===== config.mk =====
export PLATFORM = sky130hd
export DESIGN_NAME = stereo_disparity_engine
export DESIGN_NICKNAME = d
export VERILOG_FILES = /design/src/rtl/stereo_disparity_engine_pkg.sv /design/src/rtl/stereo_disparity_engine_accum.sv /design/src/rtl/stereo_disparity_engine.sv
export SDC_FILE = /design/constraint.sdc
export NUM_CORES = 1
export LEC_CHECK = 0
export BUFFER_PORTS_ARGS = -buffer_cell sky130_fd_sc_hd__buf_2
export CAP_MARGIN = 10
export CORE_UTILIZATION = 55
export CTS_BUF_LIST = sky130_fd_sc_hd__clkbuf_4 sky130_fd_sc_hd__clkbuf_8 sky130_fd_sc_hd__clkbuf_16
export DETAILED_ROUTE_END_ITERATION = 10
export GPL_ROUTABILITY_DRIVEN = 0
export MAX_ROUTING_LAYER = met4
export PLACE_DENSITY = 0.81
export SKIP_LAST_GASP = 1
export SYNTH_ARGS = -nofsm -noshare
export SYNTH_HDL_FRONTEND = slang
export SYNTH_HIERARCHICAL = 1
export SYNTH_SLANG_ARGS = --single-unit

===== constraint.sdc =====
create_clock -name clk_100mhz -period 7.3 [get_ports clk_100mhz]
set_input_delay 0.365 -clock clk_100mhz [delete_from_list [all_inputs] [get_ports clk_100mhz]]
set_output_delay 0.365 -clock clk_100mhz [all_outputs]
set_load 0.03 [all_outputs]

===== src/rtl/stereo_disparity_engine_pkg.sv =====
// Shared types and helpers for the stereo block-matching disparity engine.
package stereo_pkg;

    // Matching cost function applied to each pixel difference.
    typedef enum logic {
        METRIC_SAD = 1'b0,
        METRIC_SSD = 1'b1
    } metric_e;

    // Frame sequencer states.
    typedef enum logic [2:0] {
        ST_IDLE    = 3'd0,
        ST_ISSUE   = 3'd1,
        ST_DRAIN   = 3'd2,
        ST_COMPARE = 3'd3,
        ST_WRITE   = 3'd4,
        ST_FIN     = 3'd5
    } disp_state_e;

    // Bits needed to hold the worst-case SSD of one window without overflow.
    function automatic int cost_width(input int block, input int pix_w);
        longint pix_max;
        longint max_cost;
        pix_max  = (longint'(1) << pix_w) - longint'(1);
        max_cost = longint'(block) * longint'(block) * pix_max * pix_max + longint'(1);
        return $clog2(max_cost);
    endfunction

endpackage


===== src/rtl/stereo_disparity_engine_accum.sv =====
// Per-candidate cost pipeline: difference, |d| or d^2, then accumulate.
module block_cost_accum
    import stereo_pkg::*;
#(
    parameter int PIX_W  = 8,
    parameter int COST_W = 22
) (
    input  logic              clk_i,
    input  logic              rst_ni,
    input  logic              valid_i,
    input  logic              clear_i,
    input  metric_e           metric_i,
    input  logic [PIX_W-1:0]  l_pix_i,
    input  logic [PIX_W-1:0]  r_pix_i,
    output logic [COST_W-1:0] cost_o,
    output logic              busy_o
);

    logic                    v1_q;
    logic                    clr1_q;
    logic signed [PIX_W:0]   diff_q;
    logic                    v2_q;
    logic                    clr2_q;
    logic [2*PIX_W-1:0]      term_q;
    logic [2*PIX_W-1:0]      term_d;
    logic [PIX_W-1:0]        mag;
    logic [COST_W-1:0]       acc_q;

    // Magnitude of the signed difference, then either pass it or square it.
    always_comb begin
        mag    = diff_q[PIX_W] ? PIX_W'(-diff_q) : PIX_W'(diff_q);
        term_d = (2*PIX_W)'(mag);
        if (metric_i == METRIC_SSD) begin
            term_d = (2*PIX_W)'(mag) * (2*PIX_W)'(mag);
        end
    end

    // Three-stage pipeline; the first tagged sample of a candidate restarts the sum.
    always_ff @(posedge clk_i or negedge rst_ni) begin
        if (!rst_ni) begin
            v1_q   <= 1'b0;
            clr1_q <= 1'b0;
            diff_q <= '0;
            v2_q   <= 1'b0;
            clr2_q <= 1'b0;
            term_q <= '0;
            acc_q  <= '0;
        end else begin
            v1_q   <= valid_i;
            clr1_q <= clear_i;
            diff_q <= $signed({1'b0, l_pix_i}) - $signed({1'b0, r_pix_i});
            v2_q   <= v1_q;
            clr2_q <= clr1_q;
            term_q <= term_d;
            if (v2_q) begin
                acc_q <= clr2_q ? COST_W'(term_q) : acc_q + COST_W'(term_q);
            end
        end
    end

    assign cost_o = acc_q;
    assign busy_o = v1_q | v2_q;

endmodule


===== src/rtl/stereo_disparity_engine.sv =====
// Block-matching disparity engine: sequencer, address generation, best tracking.
module stereo_disparity_engine
    import stereo_pkg::*;
#(
    parameter int IMG_W    = 320,
    parameter int IMG_H    = 240,
    parameter int BLOCK    = 6,
    parameter int MAX_DISP = 64,
    parameter int PIX_W    = 8,
    parameter int DISP_W   = 8,
    parameter int RD_LAT   = 2,
    parameter int ADDR_W   = $clog2(IMG_W*IMG_H),
    parameter int COST_W   = cost_width(BLOCK, PIX_W)
) (
    input  logic              clk_100mhz,
    input  logic              sys_rst_n,
    input  logic              start,
    input  logic              metric_sel,
    input  logic [COST_W-1:0] cost_thresh,
    output logic              busy,
    output logic              done,
    output logic [ADDR_W-1:0] left_addr,
    output logic [ADDR_W-1:0] right_addr,
    input  logic [PIX_W-1:0]  left_pix,
    input  logic [PIX_W-1:0]  right_pix,
    output logic              res_we,
    output logic [ADDR_W-1:0] res_addr,
    output logic [DISP_W-1:0] res_din
);

    localparam int XW = $clog2(IMG_W + 1);
    localparam int YW = $clog2(IMG_H + 1);
    localparam int IW = $clog2(BLOCK + 1);

    disp_state_e         state_q, state_d;
    metric_e             metric_q;
    logic [COST_W-1:0]   thresh_q;
    logic                busy_q;
    logic [XW-1:0]       x_q;
    logic [YW-1:0]       y_q;
    logic [DISP_W-1:0]   d_q;
    logic [IW-1:0]       i_q, j_q;
    logic [COST_W-1:0]   best_cost_q;
    logic [DISP_W-1:0]   best_d_q;
    logic [RD_LAT-1:0]   vld_q, first_q;
    logic [COST_W-1:0]   cost;
    logic                acc_busy;
    logic                issue, last_ij, d_last, last_x, last_y, drain_done;

    assign issue      = (state_q == ST_ISSUE);
    assign last_ij    = (i_q == IW'(BLOCK-1)) && (j_q == IW'(BLOCK-1));
    assign last_x     = (x_q == XW'(IMG_W-BLOCK));
    assign last_y     = (y_q == YW'(IMG_H-BLOCK));
    assign drain_done = (vld_q == '0) && !acc_busy;

    // Search stops at MAX_DISP-1 or at x, whichever is smaller, so right reads stay in-image.
    always_comb begin
        if (32'(x_q) >= 32'(MAX_DISP-1)) begin
            d_last = (d_q == DISP_W'(MAX_DISP-1));
        end else begin
            d_last = (d_q == DISP_W'(x_q));
        end
    end

    // Raster addresses for the current window pixel and candidate shift.
    always_comb begin
        logic [31:0] row_w;
        row_w      = (32'(y_q) + 32'(j_q)) * 32'(IMG_W);
        left_addr  = ADDR_W'(row_w + 32'(x_q) + 32'(i_q));
        right_addr = ADDR_W'(row_w + 32'(x_q) - 32'(d_q) + 32'(i_q));
    end

    // Tag each returning BRAM sample; the first tag of a candidate clears the sum.
    always_ff @(posedge clk_100mhz or negedge sys_rst_n) begin
        if (!sys_rst_n) begin
            vld_q   <= '0;
            first_q <= '0;
        end else begin
            vld_q[0]   <= issue;
            first_q[0] <= issue && (i_q == '0) && (j_q == '0);
            for (int k = 1; k < RD_LAT; k++) begin
                vld_q[k]   <= vld_q[k-1];
                first_q[k] <= first_q[k-1];
            end
        end
    end

    block_cost_accum #(
        .PIX_W  (PIX_W),
        .COST_W (COST_W)
    ) u_accum (
        .clk_i    (clk_100mhz),
        .rst_ni   (sys_rst_n),
        .valid_i  (vld_q[RD_LAT-1]),
        .clear_i  (first_q[RD_LAT-1]),
        .metric_i (metric_q),
        .l_pix_i  (left_pix),
        .r_pix_i  (right_pix),
        .cost_o   (cost),
        .busy_o   (acc_busy)
    );

    // State register.
    always_ff @(posedge clk_100mhz or negedge sys_rst_n) begin
        if (!sys_rst_n) state_q <= ST_IDLE;
        else            state_q <= state_d;
    end

    // Next-state logic; start is only honoured from IDLE.
    always_comb begin
        state_d = state_q;
        case (state_q)
            ST_IDLE:    if (start) state_d = ST_ISSUE;
            ST_ISSUE:   if (last_ij) state_d = ST_DRAIN;
            ST_DRAIN:   if (drain_done) state_d = ST_COMPARE;
            ST_COMPARE: state_d = d_last ? ST_WRITE : ST_ISSUE;
            ST_WRITE:   state_d = (last_x && last_y) ? ST_FIN : ST_ISSUE;
            ST_FIN:     state_d = ST_IDLE;
            default:    state_d = ST_IDLE;
        endcase
    end

    // Frame counters, sampled configuration and running best per position.
    always_ff @(posedge clk_100mhz or negedge sys_rst_n) begin
        if (!sys_rst_n) begin
            metric_q    <= METRIC_SAD;
            thresh_q    <= '0;
            busy_q      <= 1'b0;
            x_q         <= '0;
            y_q         <= '0;
            d_q         <= '0;
            i_q         <= '0;
            j_q         <= '0;
            best_cost_q <= '1;
            best_d_q    <= '0;
        end else begin
            case (state_q)
                ST_IDLE: if (start) begin
                    metric_q    <= metric_e'(metric_sel);
                    thresh_q    <= cost_thresh;
                    busy_q      <= 1'b1;
                    x_q         <= '0;
                    y_q         <= '0;
                    d_q         <= '0;
                    i_q         <= '0;
                    j_q         <= '0;
                    best_cost_q <= '1;
                    best_d_q    <= '0;
                end
                ST_ISSUE: begin
                    if (i_q == IW'(BLOCK-1)) begin
                        i_q <= '0;
                        j_q <= last_ij ? '0 : j_q + 1'b1;
                    end else begin
                        i_q <= i_q + 1'b1;
                    end
                end
                ST_COMPARE: begin
                    if (cost < best_cost_q) begin
                        best_cost_q <= cost;
                        best_d_q    <= d_q;
                    end
                    if (!d_last) d_q <= d_q + 1'b1;
                end
                ST_WRITE: begin
                    d_q         <= '0;
                    best_cost_q <= '1;
                    best_d_q    <= '0;
                    if (!(last_x && last_y)) begin
                        if (last_x) begin
                            x_q <= '0;
                            y_q <= y_q + 1'b1;
                        end else begin
                            x_q <= x_q + 1'b1;
                        end
                    end
                end
                ST_FIN: busy_q <= 1'b0;
                default: ;
            endcase
        end
    end

    assign busy     = busy_q;
    assign done     = (state_q == ST_FIN);
    assign res_we   = (state_q == ST_WRITE);
    assign res_addr = res_we ? ADDR_W'(32'(y_q) * 32'(IMG_W) + 32'(x_q)) : '0;
    assign res_din  = !res_we ? '0 : ((best_cost_q <= thresh_q) ? best_d_q : '1);

endmodule


* Word-level counts from Yosys, hierarchy flattened
Index checks and enable logic that the tools add are counted.
** Operators by class
- Add/subtract/negate cells :: 14
- Multipliers :: 3
- Divide/modulo/power cells :: 0
- Magnitude comparators :: 3
- Eq/ne operators :: 19
- Shifts and indexed selects :: 0
- Muxes and demuxes :: 36
- Bitwise operators :: 1
- Reductions and logical operators :: 23
** Operators by type and width (number)
- $mux 22 :: 3
- $pmux 22 s3 :: 1
- $mux 8 :: 8
- $pmux 8 s3 :: 2
- $add 17x9->17 :: 2
- $mux 3 :: 9
- $mux 9 :: 3
- $add 22x16->22 :: 1
- $le 22x22->1 :: 1
- $lt 22x22->1 :: 1
- $pmux 9 s2 :: 1
- $add 17x3->17 :: 1
- $add 17x4->17 :: 1
- $mux 17 :: 1
- $sub 17x8->17 :: 1
- $add 8x1->8 const B :: 2
- $mul 8x8->16 :: 1
- $mux 16 :: 1
- $pmux 8 s2 :: 1
- $pmux 3 s5 :: 1
- $reduce_and 3->1 :: 5
- $eq 3x3->1 const B :: 4
- $pmux 3 s2 :: 2
- $mul 8x3->11 const B :: 1
- 26 further kinds :: 45
** Word-level totals
- Flip-flop bits (word level) :: 143
- Bits in latches :: 0
- Bits in writable memories :: 0
- Bits in read-only memories :: 0
- Memories kept :: 0

* Depth between registers and ports, before layout
Gate-level depths: netlist (run 1).
- Depth in word-level cells :: 5
- Mapped depth :: 23
- Depth with buffers taken out :: 23

* Hierarchy
The synthesis (run 1) kept the hierarchy.
** Modules (own cells, without submodules)
- stereo_disparity_engine :: instances 1, cells each 1023, area an instance 8604.5 µm²
- block_cost_accum :: instances 1, cells each 522, area an instance 4664.5 µm²

* Worst setup path before layout (run 1)
No wires, ideal clock.
- Kind :: reg2out
- Start point :: register y_q[1]
- End point :: output port right_addr[16]
- Arrival :: 5390 ps
- Data required time :: 6935 ps
- Setup slack :: 1545 ps
- Stages on the path, launching flop included :: 24
- Cell sequence :: dfrtp_1 ha_1 a21o_1 a21oi_1 xnor2_1 ha_1 ha_1 inv_1 fa_1 nand2b_1 o2bb2ai_1 xnor2_1 nand3_4 xor2_1 inv_1 ha_1 nand2b_1 nor2b_1 a21oi_1 or3_1 buf_2 mux2i_1 o211a_1 a211oi_2
** Between the ends
- Word-level cells in the longest chain between the ends :: 5
** Ends and longest elaborated chain
- from (decl) :: line stereo_disparity_engine.sv:40 : logic [YW-1:0] y_q;
- from (signal assigned) :: line stereo_disparity_engine.sv:172 : y_q <= y_q + 1'b1;
- $add 8x3->9 :: line stereo_disparity_engine.sv:68 : row_w = (32'(y_q) + 32'(j_q)) * 32'(IMG_W);
- $mul 9x3->11 :: line stereo_disparity_engine.sv:68
- $add 17x9->17 :: line stereo_disparity_engine.sv:70 : right_addr = ADDR_W'(row_w + 32'(x_q) - 32'(d_q) + 32'(i_q));
- $sub 17x8->17 :: line stereo_disparity_engine.sv:70
- $add 17x4->17 :: line stereo_disparity_engine.sv:70
- to (decl) :: line stereo_disparity_engine.sv:23 : output logic [ADDR_W-1:0] right_addr,
Every way passes these cells.

* Final worst setup path (run 1)
Same ends and word-level chain as after synthesis.

==> results of run 1 <==
[metal layers]
layer	wire length (um)	vias up
li1	-	5544
met1	13900	5330
met2	14000	268
met3	1170	54
met4	621	0
met5	0	-
[layout by cell type, fill, tap and decap left out, drive strengths merged, types with 13 or more instances in the layout]
| cell type | n |
|---|---|
| o21ai | 90 |
| dfrtp | 121 |
| and2 | 13 |
| ha | 168 |
| a21o | 48 |
| nor3 | 25 |
| and3 | 21 |
| a211oi | 28 |
| inv | 202 |
| buf | 110 |
| clkbuf | 19 |
| nor2 | 119 |
| nand3 | 32 |
| a221oi | 25 |
| xor2 | 37 |
| dfstp | 22 |
| xnor2 | 70 |
| fa | 36 |
| a21oi | 90 |
| nand2b | 16 |
| nand2 | 118 |
| nand4 | 24 |
| mux2i | 15 |
| nor2b | 24 |
[kinds of logic after synthesis]
| kind of cell | count (synthesis) | synth area share, % |
|---|---|---|
| AO/OA/AOI/OAI | 372 | 18.8 |
| flip-flops | 143 | 27.2 |
| multiplexers | 22 | 1.73 |
| AND/OR/NAND/NOR | 443 | 16.6 |
| adder cells (fa/ha/maj) | 204 | 21.3 |
| buffers and inverters | 253 | 7.30 |
| XOR/XNOR | 107 | 7.12 |
| other | 1 | 0.0283 |
[final cells by class]
cell class,instances,area [um^2]
multi-input cells,1150,8730
diodes,1,2.50
well taps,319,399
clock buffers,19,440
inverters,203,762
fillers,1974,8870
repair buffers,110,574
flip-flops and latches,143,3610
clock inverters,13,164
[registers in the layout, summed over array words and instances (netlist names)]
| name | cells |
|---|---|
| thresh_q | 22 |
| u_accum/clr2_q | 1 |
| busy | 1 |
| u_accum/v2_q | 1 |
| best_d_q | 8 |
| d_q | 8 |
| u_accum/diff_q | 9 |
| u_accum/term_q | 16 |
| u_accum/v1_q | 1 |
| u_accum/clr1_q | 1 |
| j_q | 3 |
| u_accum/cost_o | 22 |
| first_q | 2 |
| vld_q | 2 |
| state_q | 3 |
| metric_q | 1 |
| best_cost_q | 22 |
| i_q | 3 |
| x_q | 9 |
| y_q | 8 |
[through the flow]
stage	worst slack (ps)	std cells	hold slack, ps
floorplan	1550	1546	69.4
global placement	1400	1925	338
detailed placement	1170	1925	336
CTS	701	1957	78.0
global route	228	1958	106
finish	642	1958	1.55
[worst max path at each step]
| stage | startpoint | endpoint | slack, ps | depth (start not counted) |
|---|---|---|---|---|
| 2_1_floorplan | y_q[1]$_DFFE_PN0P_ | right_addr[16] | 1550 | 23 |
| 3_3_place_gp | y_q[1]$_DFFE_PN0P_ | right_addr[16] | 1400 | 23 |
| 3_5_place_dp | y_q[1]$_DFFE_PN0P_ | right_addr[16] | 1170 | 23 |
| 4_1_cts | y_q[1]$_DFFE_PN0P_ | right_addr[16] | 700 | 23 |
| 5_1_grt | y_q[1]$_DFFE_PN0P_ | right_addr[16] | 230 | 23 |
| 6_report | y_q[1]$_DFFE_PN0P_ | right_addr[16] | 640 | 23 |
[critical path, delay by kind of cell (launching register included)]
family	cells	cell delay [ps]
multiplexers	1	170
XOR/XNOR	3	850
buffers and inverters	3	390
AND/OR/NAND/NOR	5	1120
AO/OA/AOI/OAI	6	1200
flip-flops	1	520
adder cells (fa/ha/maj)	5	1620
==> impl_results.md, run 1 <==
* Crit path time final at between 6000 and 7000 ps
* Clock Skew at 6.21 ps
* Global Route Usage Sum at about a quarter
* DRC errors left at 0
* Count leader, synth: inv_1
* Reg-to-Reg End: u_accum/term_q[15]$_DFF_PN0_
* Outcome: complete, no violations
* Yosys top cell area share at between 20% and 30%
* Initial antenna violation count at 1
* Area post-placement at 0.0141 mm^2
* Slew HR at 19.7%
* CTS Hold Bufs at 0
* CTS resizes at 0
* Met3 Use GR at 4.24%
* Worst-Margin Slew at ~1200 ps
* Cell mode on critical path: ha_1
* Vias in the first global route at roughly 11000
* Clock transition at path regs at 60 ps
* Final Slew Violations at 0
* Crit path capture type: output port
* Achievable clock frequency at 150 MHz
* Register-to-register setup slack at approximately 1400 ps
* Final WL at 29700 um
* Setup violators final at 0
* Wire length of the first global-routing pass at 50200 um
* Starting Density at 56.4%
* Crit-path max FO at 9
* Setup repair bufs after CTS at 0
* I/O pins at 104
* CTS tree: done
* CTS H-tree lvls at 4
* Reg2Reg Launch Point: u_accum/diff_q[0]$_DFF_PN0_
* Cell count after synthesis at 1545
* Area of the mapped netlist at about 0.013 mm^2
* Worst min-delay path category: primary input to asynchronous set/reset pin
* CTS Buffer Depth at 2
* Die height at 157 um
* Largest net degree at the start of global routing at between 90 and 100
* Die Area at 0.0248 mm^2
* Layout cells sized above 1 at between 10% and 20%
* CTS root buf: clkbuf_16
* Reg2Reg Depth at 20
* GR Util met1 at ~33%
* Final nets at 1871
* CORE AREA at 0.0235 mm^2
* CP peak stage delay at 520 ps
* Syn avg cell area at 8.59 um^2
* Layout Area Growth over Synthesis at 10.6%
* DR pass1 iterations at 5
* Starting DRT DRC Count at 683
* DP HPWL at 22500 um
* Finished Cell Area at 0.0147 mm^2
* Clock sink count at approximately 140
* Post-synth ARST share at 100%
* Routing usage on met2 at 41.9%
* Post-synth EDFFs at 0
* Setup crit start kind: register
* Setup TNS Final at 0 ps
* CTS Buf Count at 17
* Req. time, crit path at about 7000 ps
* Antenna-violating nets left at 0
* Seq/Total Area, Yosys at a little over a quarter
* Die width at approximately 160 um
* Max Cap Viol at 0
* WS Path Type: register to output port
* Part of the cycle the worst path needs at 91.2%
* Flops & latches, synth at 143
* CP cell instances: ha_1, a21o_1, a21oi_1, xnor2_1, ha_1, ha_1, inv_1, fa_1, nand2b_1, o2bb2ai_1, xnor2_1, nand3_4, xor2_1, inv_1, ha_1, nand2b_1, nor2b_1, a21oi_1, or3_1, mux2i_1, o211a_1, a211oi_2, buf_2
* Layer with the highest usage: met2
* Vias per inst at 5.72
* Largest area contributor in the netlist: dfrtp_1
* Via Count at 11200
* Rows at 56
* Avg WL per Cell at 15.1 um
* Final core utilization at 62.3%
* PortBufs at 103
* Data arrival, critical path at around 6300 ps
* Synth top cells by count: inv_1 (199), ha_1 (168), dfrtp_1 (121)
* RSZ-0062 raised after global routing: false
* Synth top area cells: dfrtp_1 (23%), ha_1 (16%), inv_1 (5.6%)
* Netlist cell types at 91
* Final-report hold violation count at 0
* Post-synth top flop: dfrtp_1
* Yosys warning count at 6
* Total gr overflow at 0
* Clock Latency Late Sink at 420 ps
* Slowest cell on the critical path: dfrtp_1
Power of run 1 is left out: the tool's default activity adds up to more than one toggle a clock period on the data nets, which glitch-free logic cannot reach.
==> inputs of run 2 (changes only) <==
--- a/config.mk
+++ b/config.mk
@@ -7,6 +7,7 @@
 export LEC_CHECK = 0
 export BUFFER_PORTS_ARGS = -buffer_cell sky130_fd_sc_hd__buf_2
 export CAP_MARGIN = 10
+export CORE_ASPECT_RATIO = 1.4
 export CORE_UTILIZATION = 55
 export CTS_BUF_LIST = sky130_fd_sc_hd__clkbuf_4 sky130_fd_sc_hd__clkbuf_8 sky130_fd_sc_hd__clkbuf_16
 export DETAILED_ROUTE_END_ITERATION = 10
==> impl_results.md, run 2 (synthesized netlist as in run 1, its figures left out) <==
* Outcome: complete, no violations
* Achievable clock frequency at 151 MHz (+0.60%)
* Final Slew Violations at 0 (unchanged)
* I/O pins at 104 (unchanged)
* Commonest non-fill, non-tap cell in the layout: inv_1
* Setup crit start kind: register
* Clock sink count at 143 (unchanged)
* Worst-Margin Slew at 1170 ps (-35.8 ps)
* DR pass1 iterations at 4 (-1)
* Crit path time final at 6620 ps (-39.5 ps)
* Final WL at 29700 um (about the same)
* Part of the cycle the worst path needs at 90.7% (-0.54 points)
* Vias in the first global route at 11200 (+2.7%)
* Starting Density at 56.6% (+0.22 points)
* CTS H-tree lvls at 4 (unchanged)
* CTS tree: done
* Req. time, crit path at 6930 ps (about the same)
* Die height at 186 um (+18%)
* Starting DRT DRC Count at 630 (-7.8%)
* Clock Latency Late Sink at 420 ps (about the same)
* Avg WL per Cell at 15.3 um (+0.74%)
* Via Count at 11200 (+0.045%)
* Setup violators final at 0 (unchanged)
* Wire length of the first global-routing pass at 50700 um (+1.2%)
* Data arrival, critical path at 6250 ps (-40 ps)
* Antenna-violating nets left at 0 (unchanged)
* CP top delay family: adder cells
* CORE AREA at 0.0235 mm^2 (-0.38%)
* Most frequent cells in the layout: inv_1 (199), ha_1 (168), dfrtp_1 (121)
* Die Area at 0.0248 mm^2 (about the same)
* CTS resizes at 0 (unchanged)
* CTS Buffer Depth at 2 (unchanged)
* Crit-path max FO at 9 (unchanged)
* CP cell instances: ha_1, a21o_1, a21oi_1, xnor2_1, ha_1, ha_1, inv_1, fa_1, nand2b_1, o2bb2ai_1, xnor2_1, nand3_4, xor2_1, inv_1, ha_1, nor4_1, nand4_1, a21oi_1, or3_1, nor3b_1, o21ai_0, a211oi_2, buf_2
* RSZ-0062 raised after global routing: false
* Initial antenna violation count at 0 (-1)
* Max Cap Viol at 0 (unchanged)
* WS Path Type: register to output port
* Total gr overflow at 0 (unchanged)
* Crit path capture type: output port
* Vias per inst at 5.76 (+0.77%)
* PortBufs at 103 (unchanged)
* CTS Buf Count at 17 (unchanged)
* Clock Skew at 9.88 ps (+3.67 ps)
* Clock transition at path regs at 60 ps (about the same)
* Worst min-delay path category: primary input to register
* CTS root buf: clkbuf_16
* Layout cells sized above 1 at 11.9% (-0.061 points)
* Ant. Diodes at 0 (-1)
* Rows at 66 (+18%)
* Slew HR at 22.1% (+2.4 points)
* Global Route Usage Sum at 25.8% (+0.11 points)
* Final nets at 1871 (unchanged)
* Slowest cell on the critical path: dfrtp_1
* Buf/Inv on CP at 3 (unchanged)
* Setup TNS Final at 0 ps (unchanged)
* Largest net degree at the start of global routing at 81 (-18%)
* Layout Area Growth over Synthesis at 10.3%
* CP peak stage delay at 520 ps (about the same)
* Final-report hold violation count at 0 (unchanged)
* Die width at 133 um (-15%)
* Cell mode on critical path: ha_1
* DRC errors left at 0 (unchanged)
* DP HPWL at 22800 um (+1.3%)
run 2: metal layers:
metal	GRT usage, %	share of wire (%)	vias up
met3	3.38	3.7	58
li1	-	-	5525
met2	45.4	50	283
met1	30.1	44	5335
met4	9.45	2.2	0
met5	-	0	-
run 2: worst register-to-register path, cell delays in order (launching register included):
cell	delay, ps
dfrtp_1	410
clkinv_1	260
ha_1	340
nand2_1	100
nand2_1	70
xnor2_1	570
nand2b_1	240
inv_1	70
fa_1	500
fa_1	560
inv_1	60
fa_1	510
fa_1	550
inv_1	50
ha_1	340
a21oi_1	140
o21ai_0	180
a31o_2	310
a31oi_1	190
xor2_1	80
and2_1	150
run 2: metrics by stage:
| step | setup WS, ps | hold slack, ps | instances | utilization [%] | area, um^2 |
|---|---|---|---|---|---|
| after floorplan | 1550 | 69.4 | 1546 | - | 13300 |
| after global placement | 1430 | 334 | 1910 | 59.9 | 14000 |
| after detailed placement | 1140 | 335 | 1910 | 59.9 | 14000 |
| after CTS | 693 | 130 | 1943 | 62.3 | 14600 |
| after global routing | 266 | 144 | 1944 | 62.4 | 14600 |
| final | 682 | 142 | 1944 | 62.4 | 14600 |
run 2: path summary, 6_finish.rpt:
check / start / to / slack, ps / cells after the start
worst max-delay path: y_q[1]$_DFFE_PN0P_ / right_addr[16] / 680 / 23
worst min-delay path: cost_thresh[6] / thresh_q[6]$_DFFE_PN0P_ / 140 / 3
worst max register to register: u_accum/diff_q[0]$_DFF_PN0_ / u_accum/term_q[15]$_DFF_PN0_ / 1510 / 20
worst min register to register: u_accum/clr1_q$_DFF_PN0_ / u_accum/clr2_q$_DFF_PN0_ / 350 / 0
max in group asynchronous: sys_rst_n / d_q[4]$_DFFE_PN0P_ / 5330 / 3
min in group asynchronous: sys_rst_n / u_accum/term_q[0]$_DFF_PN0_ / 470 / 2
run 2: cell type report:
class	count	area, um^2
timing repair buffer	110	597
fill	1957	8810
clock inverter	13	111
sequential	143	3610
multi-input combinational	1150	8730
inverter	203	762
tap	306	383
clock buffer	19	453
run 2: repair_timing:
| item | CTS | global route |
|---|---|---|
| hold buffers | 1 | 0 |
| buffers inserted | 0 | 0 |
| endpoints found under the hold margin | 63 | 0 |
Power of run 2 is left out for the same reason.
==> inputs of run 3 (changes only) <==
--- a/config.mk
+++ b/config.mk
@@ -14,6 +14,7 @@
 export GPL_ROUTABILITY_DRIVEN = 0
 export MAX_ROUTING_LAYER = met4
 export PLACE_DENSITY = 0.81
+export REMOVE_ABC_BUFFERS = 1
 export SKIP_LAST_GASP = 1
 export SYNTH_ARGS = -nofsm -noshare
 export SYNTH_HDL_FRONTEND = slang
==> constraint.sdc (replaced) <==
create_clock -name clk_100mhz -period 7.88 [get_ports clk_100mhz]
set_input_delay 0.394 -clock clk_100mhz [delete_from_list [all_inputs] [get_ports clk_100mhz]]
set_output_delay 0.394 -clock clk_100mhz [all_outputs]
set_load 0.03 [all_outputs]
==> impl_results.md, run 3 (synthesized netlist as in run 1, its figures left out) <==
* I/O pins at 104 (unchanged)
* CORE AREA at 0.0235 mm^2 (unchanged)
* CTS H-tree lvls at 4 (unchanged)
* Final cell count without fillers at 1942 (-0.10%)
* Reg2Reg Launch Point: u_accum/diff_q[0]$_DFF_PN0_
* Total gr overflow at 0 (unchanged)
* Setup crit start kind: register
* Setup repair bufs after CTS at 0 (unchanged)
* Vias per inst at 5.73 (-0.61%)
* Final Slew Violations at 0 (unchanged)
* Most frequent cells in the layout: inv_1 (199), ha_1 (168), dfrtp_1 (121)
* Initial antenna violation count at 0 (unchanged)
* Die Area at 0.0248 mm^2 (unchanged)
* DP HPWL at 22200 um (-2.5%)
* Clock sink count at 143 (unchanged)
* Crit path time final at 6630 ps
* Final core utilization at 62.5% (about the same)
* Fillers at 1968 (+0.56%)
* Largest net degree at the start of global routing at 90 (+11%)
* Vias in the first global route at 10900 (-2.5%)
* Slew HR at 21.9% (-0.25 points)
* CTS resizes at 0 (unchanged)
* Antenna-violating nets left at 0 (unchanged)
* Crit path capture type: output port
* Worst-Margin Slew at 1170 ps (+3.74 ps)
* Die width at 133 um (unchanged)
* Starting Density at 56.6% (unchanged)
* Achievable clock frequency at about 150 MHz
* Setup violators final at 0 (unchanged)
* Req. time, crit path at 7490 ps (+560 ps)
* Setup TNS Final at 0 ps (unchanged)
* Final-report hold violation count at 3 (+3)
* Ant. Diodes at 0 (unchanged)
* Outcome: complete, but fails checks
* Clock Latency Late Sink at 420 ps (about the same)
* Clock Skew at 8.83 ps (-1.05 ps)
* CTS Hold Bufs at 0 (-1)
* Final WL at 29300 um (-1.4%)
* Worst min-delay path category: primary input to asynchronous set/reset pin
* Rows at 66 (unchanged)
* CTS tree: done
* Reg2Reg Depth at 20 (unchanged)
* Final hold slack at -12.1 ps (-154 ps)
* Die height at 186 um (unchanged)
* Reg-to-Reg End: u_accum/term_q[15]$_DFF_PN0_
* Clock transition at path regs at 60 ps (about the same)
* CTS root buf: clkbuf_16
* CTS Buffer Depth at 2 (unchanged)
* DRC errors left at 0 (unchanged)
* Wire length of the first global-routing pass at 50100 um (-1.4%)
* Starting DRT DRC Count at 573 (-9.0%)
* Layout Area Growth over Synthesis at 10.4% (about the same)
* PortBufs at 103 (unchanged)
* Max Cap Viol at 0 (unchanged)
* Global Route Usage Sum at 25.4% (-0.40 points)
* Part of the cycle the worst path needs at 84.1%
* Commonest non-fill, non-tap cell in the layout: inv_1
* WS Path Type: register to output port
* Via Count at 11100 (-0.71%)
* Placed cell count at 1909 (-0.052%)
* Data arrival, critical path at 6230 ps (-20 ps)
* DR pass1 iterations at 6 (+2)
* CTS Buf Count at 17 (unchanged)
* Final nets at 1869 (-0.11%)
* RSZ-0062 raised after global routing: false
* Violated checks: hold timing
* Layout cells sized above 1 at 11.9% (-0.047 points)
* Avg WL per Cell at 15.1 um (-1.3%)
* Register-to-register setup slack at 2110 ps (+600 ps)
* Crit-path max FO at 9 (unchanged)
==> run 3: worst max-delay path by stage <==
| stage | startpoint | endpoint | slack, ps |
|---|---|---|---|
| 2_1_floorplan | y_q[1]$_DFFE_PN0P_ | right_addr[16] | 2130 |
| 6_report | y_q[1]$_DFFE_PN0P_ | right_addr[16] | 1250 |
| 4_1_cts | y_q[1]$_DFFE_PN0P_ | right_addr[16] | 1240 |
| 3_5_place_dp | y_q[1]$_DFFE_PN0P_ | right_addr[16] | 1690 |
| 3_3_place_gp | y_q[1]$_DFFE_PN0P_ | right_addr[16] | 1970 |
| 5_1_grt | y_q[1]$_DFFE_PN0P_ | right_addr[16] | 740 |
==> run 3: routing by layer <==
layer	vias to the layer above	global-route usage (%)	wire (um)
met3	67	3.16	932
li1	5520	-	-
met5	-	-	0
met4	0	10.6	823
met2	238	44.8	15200
met1	5296	29.1	12300
==> run 3: worst max-delay path, cell delays in order, from the launching register on <==
cell	delay, ps
dfrtp_1	500
ha_1	340
a21o_1	160
a21oi_1	340
xnor2_1	130
ha_1	300
ha_1	190
inv_1	60
fa_1	390
nand2b_1	190
o2bb2ai_1	160
xnor2_1	390
nand3_4	140
xor2_1	320
inv_1	120
ha_1	390
nand2b_1	130
nor2b_1	190
a21oi_1	90
or3_1	470
mux2i_1	170
o211a_1	230
a211oi_2	200
buf_2	220
==> run 3: cell type report <==
class / count / area, um^2 / area share [%]
clock inverters: 12 / 136 / 0.931
multi-input cells: 1150 / 8730 / 59.6
inverters: 203 / 762 / 5.20
flip-flops and latches: 143 / 3610 / 24.6
well taps: 306 / 383 / 2.61
repair buffers: 108 / 579 / 3.95
clock buffers: 20 / 454 / 3.10
==> run 3: stage by stage <==
step                      worst slack [ps]  hold WS (ps)  instance area [um^2]
after floorplan                       2130          98.4                 13100
after global placement                1970           333                 14000
after detailed placement              1690           336                 14000
after CTS                             1240          50.8                 14600
after global routing                   740          82.1                 14600
final                                 1250         -12.1                 14600
Power of run 3 is left out for the same reason.
